### src/rtl/seq_divider_pkg.sv
// Shared types and sizing for the iterative signed divider.
package seq_divider_pkg;

    localparam int DIV_WIDTH  = 32;
    localparam int STEP_CNT_W = $clog2(DIV_WIDTH + 1);

    typedef enum logic [1:0] {
        IDLE = 2'd0,
        RUN  = 2'd1,
        FIX  = 2'd2,
        DONE = 2'd3
    } state_t;

endpackage

### src/rtl/seq_divider_step.sv
// One restoring division step: shift the next dividend bit into the partial
// remainder, try subtracting the divisor, and keep the difference if it did
// not borrow.
module seq_divider_step #(
    parameter int WIDTH = 32
) (
    input  logic [WIDTH-1:0] rem,
    input  logic             q_msb,
    input  logic [WIDTH-1:0] dvsr,
    output logic [WIDTH-1:0] rem_next,
    output logic             q_bit
);

    // The partial remainder is always below |divisor| <= 2^(W-1), so its top
    // bit is zero and the W+1 bit shifted value equals the W-bit one.
    logic [WIDTH:0] shifted;
    logic [WIDTH:0] trial;

    // Trial subtract; bit WIDTH of the difference is the borrow.
    always_comb begin
        shifted  = {rem, q_msb};
        trial    = shifted - {1'b0, dvsr};
        q_bit    = ~trial[WIDTH];
        rem_next = trial[WIDTH] ? shifted[WIDTH-1:0] : trial[WIDTH-1:0];
    end

endmodule

### src/rtl/seq_divider.sv
// Iterative signed restoring divider: one quotient bit per clock, magnitudes
// divided unsigned, signs applied in a final fixup cycle.
module seq_divider
    import seq_divider_pkg::*;
#(
    parameter int WIDTH = DIV_WIDTH
) (
    input  logic             clk,
    input  logic             rst_n,
    input  logic             start,
    input  logic [WIDTH-1:0] dividend,
    input  logic [WIDTH-1:0] divisor,
    output logic             busy,
    output logic             done,
    output logic [WIDTH-1:0] quotient,
    output logic [WIDTH-1:0] remainder,
    output logic             div_zero
);

    localparam int CW = $clog2(WIDTH + 1);

    state_t           state, state_next;
    logic [WIDTH-1:0] rem_reg;
    logic [WIDTH-1:0] q_reg;
    logic [WIDTH-1:0] dvsr_reg;
    logic [CW-1:0]    cnt_reg;
    logic             sign_dd_reg;
    logic             sign_dv_reg;
    logic             zero_reg;

    logic             load;
    logic             step;
    logic             fix;
    logic [WIDTH-1:0] rem_next;
    logic             q_bit;
    logic [WIDTH-1:0] dd_mag;
    logic [WIDTH-1:0] dv_mag;

    assign dd_mag = dividend[WIDTH-1] ? -dividend : dividend;
    assign dv_mag = divisor[WIDTH-1]  ? -divisor  : divisor;

    seq_divider_step #(.WIDTH(WIDTH)) u_step (
        .rem      (rem_reg),
        .q_msb    (q_reg[WIDTH-1]),
        .dvsr     (dvsr_reg),
        .rem_next (rem_next),
        .q_bit    (q_bit)
    );

    // State register.
    always_ff @(posedge clk or negedge rst_n) begin
        if (!rst_n) begin
            state <= IDLE;
        end else begin
            state <= state_next;
        end
    end

    // Next-state logic and datapath enables. A zero divisor skips the
    // iterations and goes straight to the fixup cycle, so done still arrives
    // one edge after the accept.
    always_comb begin
        state_next = state;
        busy       = 1'b0;
        done       = 1'b0;
        load       = 1'b0;
        step       = 1'b0;
        fix        = 1'b0;
        case (state)
            IDLE: begin
                if (start) begin
                    load       = 1'b1;
                    state_next = (divisor == '0) ? FIX : RUN;
                end
            end
            RUN: begin
                busy = 1'b1;
                step = 1'b1;
                if (cnt_reg == CW'(1)) begin
                    state_next = FIX;
                end
            end
            FIX: begin
                busy       = 1'b1;
                fix        = 1'b1;
                state_next = DONE;
            end
            DONE: begin
                done = 1'b1;
                if (start) begin
                    load       = 1'b1;
                    state_next = (divisor == '0) ? FIX : RUN;
                end else begin
                    state_next = IDLE;
                end
            end
            default: state_next = IDLE;
        endcase
    end

    // Operand capture, restoring iterations and sign fixup of the results.
    always_ff @(posedge clk or negedge rst_n) begin
        if (!rst_n) begin
            rem_reg     <= '0;
            q_reg       <= '0;
            dvsr_reg    <= '0;
            cnt_reg     <= '0;
            sign_dd_reg <= 1'b0;
            sign_dv_reg <= 1'b0;
            zero_reg    <= 1'b0;
            quotient    <= '0;
            remainder   <= '0;
            div_zero    <= 1'b0;
        end else if (load) begin
            rem_reg     <= '0;
            q_reg       <= dd_mag;
            dvsr_reg    <= dv_mag;
            cnt_reg     <= CW'(WIDTH);
            sign_dd_reg <= dividend[WIDTH-1];
            sign_dv_reg <= divisor[WIDTH-1];
            zero_reg    <= (divisor == '0);
            div_zero    <= 1'b0;
        end else if (step) begin
            rem_reg <= rem_next;
            q_reg   <= {q_reg[WIDTH-2:0], q_bit};
            cnt_reg <= cnt_reg - CW'(1);
        end else if (fix) begin
            if (zero_reg) begin
                // q_reg still holds |dividend|; re-apply its sign.
                quotient  <= '1;
                remainder <= sign_dd_reg ? -q_reg : q_reg;
                div_zero  <= 1'b1;
            end else begin
                quotient  <= (sign_dd_reg ^ sign_dv_reg) ? -q_reg : q_reg;
                remainder <= sign_dd_reg ? -rem_reg : rem_reg;
            end
        end
    end

endmodule
### config.mk
export PLATFORM = sky130hd
export DESIGN_NAME = seq_divider
export DESIGN_NICKNAME = d
export VERILOG_FILES = /design/src/rtl/seq_divider_pkg.sv /design/src/rtl/seq_divider_step.sv /design/src/rtl/seq_divider.sv
export SDC_FILE = /design/constraint.sdc
export NUM_CORES = 1
export LEC_CHECK = 0
export BUFFER_PORTS_ARGS = -buffer_cell sky130_fd_sc_hd__buf_2
export CAP_MARGIN = 20
export CORE_MARGIN = 2
export CORE_UTILIZATION = 35
export DETAILED_ROUTE_END_ITERATION = 10
export PLACE_DENSITY_LB_ADDON = 0.05
export SYNTH_ARGS = -nofsm -noshare
export SYNTH_HDL_FRONTEND = slang
export SYNTH_HIERARCHICAL = 1
export SYNTH_SLANG_ARGS = --single-unit
### constraint.sdc
create_clock -name clk -period 5.2 [get_ports clk]
set_clock_uncertainty 0.15 [all_clocks]
set_input_delay 0.26 -clock clk [delete_from_list [all_inputs] [get_ports clk]]
set_output_delay 0.26 -clock clk [all_outputs]
set_load 0.02 [all_outputs]
# After elaboration in Yosys (flattened, before gate mapping)

Cells that the tools add are included.

Register bits: 172
Output and inout bits: 67

Add/sub/neg operators: 6
Equality and inequality tests: 7
Multiplexer cells: 29
Bitwise operators: 4
Reductions and logical operators: 10

Operators by type and width:

| cell                                                                   | number |
|---|---|
| 32-bit two-way mux                                                     | 12 |
| 32-bit negator                                                         | 4 |
| 33-bit by 32-bit subtractor with 33-bit output                         | 1 |
| 32-bit zero test                                                       | 1 |
| 6-bit two-way mux                                                      | 2 |
| 1-bit two-way mux                                                      | 10 |
| 2-bit two-way mux                                                      | 4 |
| 2-bit case mux with 4 select lines                                     | 1 |
| 6-bit by 1-bit equality test with 1-bit output (second input constant) | 1 |
| 2-bit != test (second input constant)                                  | 3 |
| 3-bit AND reduction                                                    | 2 |
| 2-bit nonzero test                                                     | 3 |
| 6-bit by 1-bit subtractor with 6-bit output (second input constant)    | 1 |
| 2-bit equality test (second input constant)                            | 2 |
| 2-bit OR reduction                                                     | 2 |
| 1-bit NOT                                                              | 3 |
| 2-bit by 1-bit equality test with 1-bit output (second input constant) | 1 |
| 2-bit zero test                                                        | 1 |
| 2-bit AND reduction                                                    | 1 |
| 1-bit XOR                                                              | 1 |

# Logic depth before layout (Yosys ltp)

Depth in word-level cells: 5
Mapped depth: 17

# Cells and area by module

The synthesis kept the hierarchy.

Modules (own cells, without submodules):

| module           | times used | cells an instance | area each (µm²) |
|---|---|---|---|
| seq_divider      | 1          | 1,141             | 10,378.7 |
| seq_divider_step | 1          | 305               | 2,358.5 |

# Least setup slack after synthesis

No wires, ideal clock.

Kind: register to register
Start point: reg q_reg[31]
End point: reg rem_reg[10]
Setup time: 132 ps
Arrival time: 3,367 ps
Data required time: 4,918 ps
Path slack: 1,552 ps
Stages on the path, launching flop included: 18
Cell sequence: dfrtp_1 > inv_1 > ha_1 > fa_1 > and2b_1 > o2111ai_2 > a21oi_2 > o2111ai_1 > a211oi_2 > nor2_4 > mux2i_4 > and2_4 > buf_12 > inv_8 > buf_12 > mux2_4 > mux2i_1 > nor2_1

Longest elaborated chain between the ends: 4

Ends and longest elaborated chain:

| item                                           | RTL line               | RTL |
|---|---|---|
| start: declaration                             | seq_divider.sv:24      | `logic [WIDTH-1:0] q_reg;` |
| start signal: assignment                       | seq_divider.sv:116     | `q_reg <= dd_mag;` |
| start signal: assignment                       | seq_divider.sv:125     | `q_reg <= {q_reg[WIDTH-2:0], q_bit};` |
| 33-bit by 32-bit subtractor with 33-bit output | seq_divider_step.sv:22 | `trial = shifted - {1'b0, dvsr};` |
| 32-bit two-way mux                             | seq_divider_step.sv:24 | `rem_next = trial[WIDTH] ? shifted[WIDTH-1:0] : trial[WIDTH-1:0];` |
| net rem_next[10]                               | seq_divider.sv:34      | `logic [WIDTH-1:0] rem_next;` |
| 32-bit two-way mux                             | seq_divider.sv:123     | `end else if (step) begin` |
| 32-bit two-way mux                             | seq_divider.sv:114     | `end else if (load) begin` |
| end signal: assignment                         | seq_divider.sv:124     | `rem_reg <= rem_next;` |
| end: declaration                               | seq_divider.sv:23      | `logic [WIDTH-1:0] rem_reg;` |

The timed path passes the listed nets, and every way through them passes these cells. The select of a mux whose other input is x is not followed.
A chain may end at the register's enable or synchronous reset.

# Worst setup path after layout

Start point: reg q_reg[31]
End point: reg rem_reg[23]

Same word-level chain as after synthesis.

==> metrics.txt <==
ratio of cells with drive above 1 in the final layout ~16%; CTS root buf clkbuf_16; Hold Crit Class input port to register; vias in the first global route 10,500; net count after synthesis 1,557; GR Util All Layers 20.3%; PwrDens 714 nW/µm²; RSZ-0062 raised after global routing false; Die Ht a little under 200 µm; # H-tree levels 4; final setup violation count 0; Max Root-Sink Buffers 2; Worst-Margin Slew approximately 1 ns; Via density 5.36; Post-CTS Resized 0; critical path class register to register; Worst setup EP type register; CTS sink count 172; CP Launch Type register; DIE WIDTH 195 µm; sequential-to-total area share from yosys stat 33.8%; commonest cells in the netlist dfrtp_1 (172), nand2_1 (137), o21ai_0 (116); most numerous cell in the Yosys netlist dfrtp_1; CP peak stage delay 0.52 ns; post-DP HPWL around 27 mm; Std-Cell Rows roughly 70; # fillers 3,719; final WL 38.1 mm; main area contributors after synthesis dfrtp_1 (34%), xor2_1 (7.0%), mux2i_1 (4.9%); initial antenna violation count 0; Slowest cell on crit path dfrtp_1; Antenna Violating Nets Remaining 0; area of the core 35,700 µm²; synth unique cells about 90; Synth area leader dfrtp_1; Final Cycle Share 80.5%; # DRC 0; minimum clock period 4.19 ns; initial core utilization 35.6%; drt wl/cell 19.0 µm; first-pass GRT wire length 60.7 mm; largest net degree at the start of global routing 109; outcome finished clean; Yosys reg bits between 150 and 200; final hold violations 0; Worst-path clk slew roughly 0.07 ns; DIE AREA 37,900 µm²; post-synth top area share 33.8%; Clk Latency, worst-skew pair 0.45 ns; Fin Setup TNS 0 ns; Most used DFF post-synth dfrtp_1; number of max-cap violations 0; Critical Path RT between 5 and 6 ns; via count 10,800; Post-Syn Instances 1,446; WP data arrival 4.34 ns; CP Max Fanout 24; Synth async-reset ratio 100%; Final #Nets approximately 1,600; I/O Pins 134; Slew HR between 30% and 40%; Syn-to-layout area delta 13.0%; grt total ovfl 0; crit path cell chain inv_1, ha_1, fa_1, and2b_1, o2111ai_2, a21oi_2, o2111ai_1, a211oi_2, nor2_4, mux2i_4, and2_4, inv_8, mux2_4, mux2i_1, nor2_1; Mean Syn Cell Area 8.81 µm²; Yosys warnings 6; Inserted Diodes 0; Num CTS Buffers 17; Fmax 239 MHz; router iterations before antenna repair 5; WHS between 0.01 and 0.015 ns; Post-synth EDFFs 0; TritonCTS clock tree yes; Netlist Area Pre-Place 12,700 µm²; Starting DRT DRC Count 553; Max VDD drop between 500 and 600 µV; PortBufs 133; Leak about 6.3 nW; gpl congestion 0.818; max-slew violation count 0
[cells by family (layout without fill, tap and decap cells)]
family | count (synthesis) | in the layout | share of synthesized area (%)
simple gates | 439 | 439 | 17.1
compound gates | 378 | 378 | 19.2
flops | 172 | 172 | 33.8
xor+xnor | 168 | 168 | 11.6
buf+inv | 154 | 254 | 5.78
mux | 91 | 91 | 8.17
fa+ha+maj | 44 | 44 | 4.38
[power by group]
part	leakage (nW)	total [W]	internal [W]	switching [W]
logic	3.93	0.00621	0.00267	0.00354
registers	2.11	0.00275	0.00194	0.000806
clock network	0.272	0.00132	0.000752	0.000571
total	6.32	0.0103	0.00536	0.00492
[per-stage QoR]
step | area [µm²] | setup slack [ns] | power [W] | std cells | utilization, %
after floorplan | 12700 | 1.55 | 0.00750 | 1446 | -
after global placement | 13600 | 1.21 | 0.00898 | 1955 | 38.1
after detailed placement | 13600 | 1.06 | 0.00898 | 1955 | 38.1
after CTS | 14400 | 1.04 | 0.0104 | 2007 | 40.3
after global routing | 14400 | 0.712 | 0.0112 | 2007 | 40.3
final | 14400 | 1.01 | 0.0103 | 2007 | 40.3
[worst paths after layout]
path	cells past startpoint	slack (ns)	startpoint	to
setup / recovery	15	1.01	q_reg[31]$_DFFE_PN0P_	rem_reg[23]$_DFFE_PN0P_
min in group asynchronous	2	0.22	rst_n	quotient[7]$_DFFE_PN0P_
max in group asynchronous	3	3.62	rst_n	rem_reg[23]$_DFFE_PN0P_
setup reg to reg	15	1.01	q_reg[31]$_DFFE_PN0P_	rem_reg[23]$_DFFE_PN0P_
hold reg to reg	2	0.33	dvsr_reg[16]$_DFFE_PN0P_	dvsr_reg[16]$_DFFE_PN0P_
hold / removal	3	0.01	divisor[0]	dvsr_reg[0]$_DFFE_PN0P_
[layer usage]
metal / vias to the layer above / part of all wire, % / track usage, % / routed length [µm]
li1: 5343 / - / - / -
met1: 5259 / 50 / 29.7 / 19200
met2: 146 / 46 / 32.0 / 17600
met3: 5 / 3.0 / 3.30 / 1160
met4: 0 / 0.45 / 3.14 / 170
met5: - / 0 / 0 / 0
[critical path, delay by kind of cell (launching register included)]
kind,cells,cell delay (ns)
AO/OA/AOI/OAI,4,0.95
multiplexers,3,0.83
AND/OR/NAND/NOR,4,0.72
adder cells (fa/ha/maj),2,0.63
flip-flops,1,0.52
buffers and inverters,2,0.21
[what timing repair did]
item / 4_1_cts / 5_1_grt
hold endpoints to repair: 85 / 0
setup endpoints to repair: 0 / 0
hold buffers: 21 / 0
buffers inserted: 0 / 0
[final cells by class]
type,instances,area [µm²],share of cell area [%]
clock buffer,20,437,3.03
clock inverter,11,144,0.999
inverter,56,218,1.51
multi-input combinational,1120,7720,53.7
sequential,172,4310,29.9
tap,461,577,4.01
timing repair buffer,167,992,6.89
[cells in the final DEF (no fill, tap or decap), types with 7 or more instances in the layout]
cell type / count
a211oi_1: 12
a21o_1: 18
a21oi_1: 81
a221o_1: 7
a31oi_1: 12
and3_1: 8
buf_2: 132
buf_4: 12
clkbuf_16: 17
dfrtp_1: 171
dlygate4sd3_1: 21
ha_1: 41
inv_1: 55
mux2_2: 8
mux2_4: 19
mux2i_1: 62
nand2_1: 137
nand2b_1: 9
nand3_1: 26
nand4_1: 10
nor2_1: 114
nor2b_1: 15
nor3_1: 19
nor4_1: 19
o21a_1: 9
o21ai_0: 116
o221ai_1: 9
o31ai_1: 40
o41ai_1: 16
or2_2: 8
or3_1: 18
or4_1: 15
xnor2_1: 66
xor2_1: 102
(Power assumes the default switching activity.)
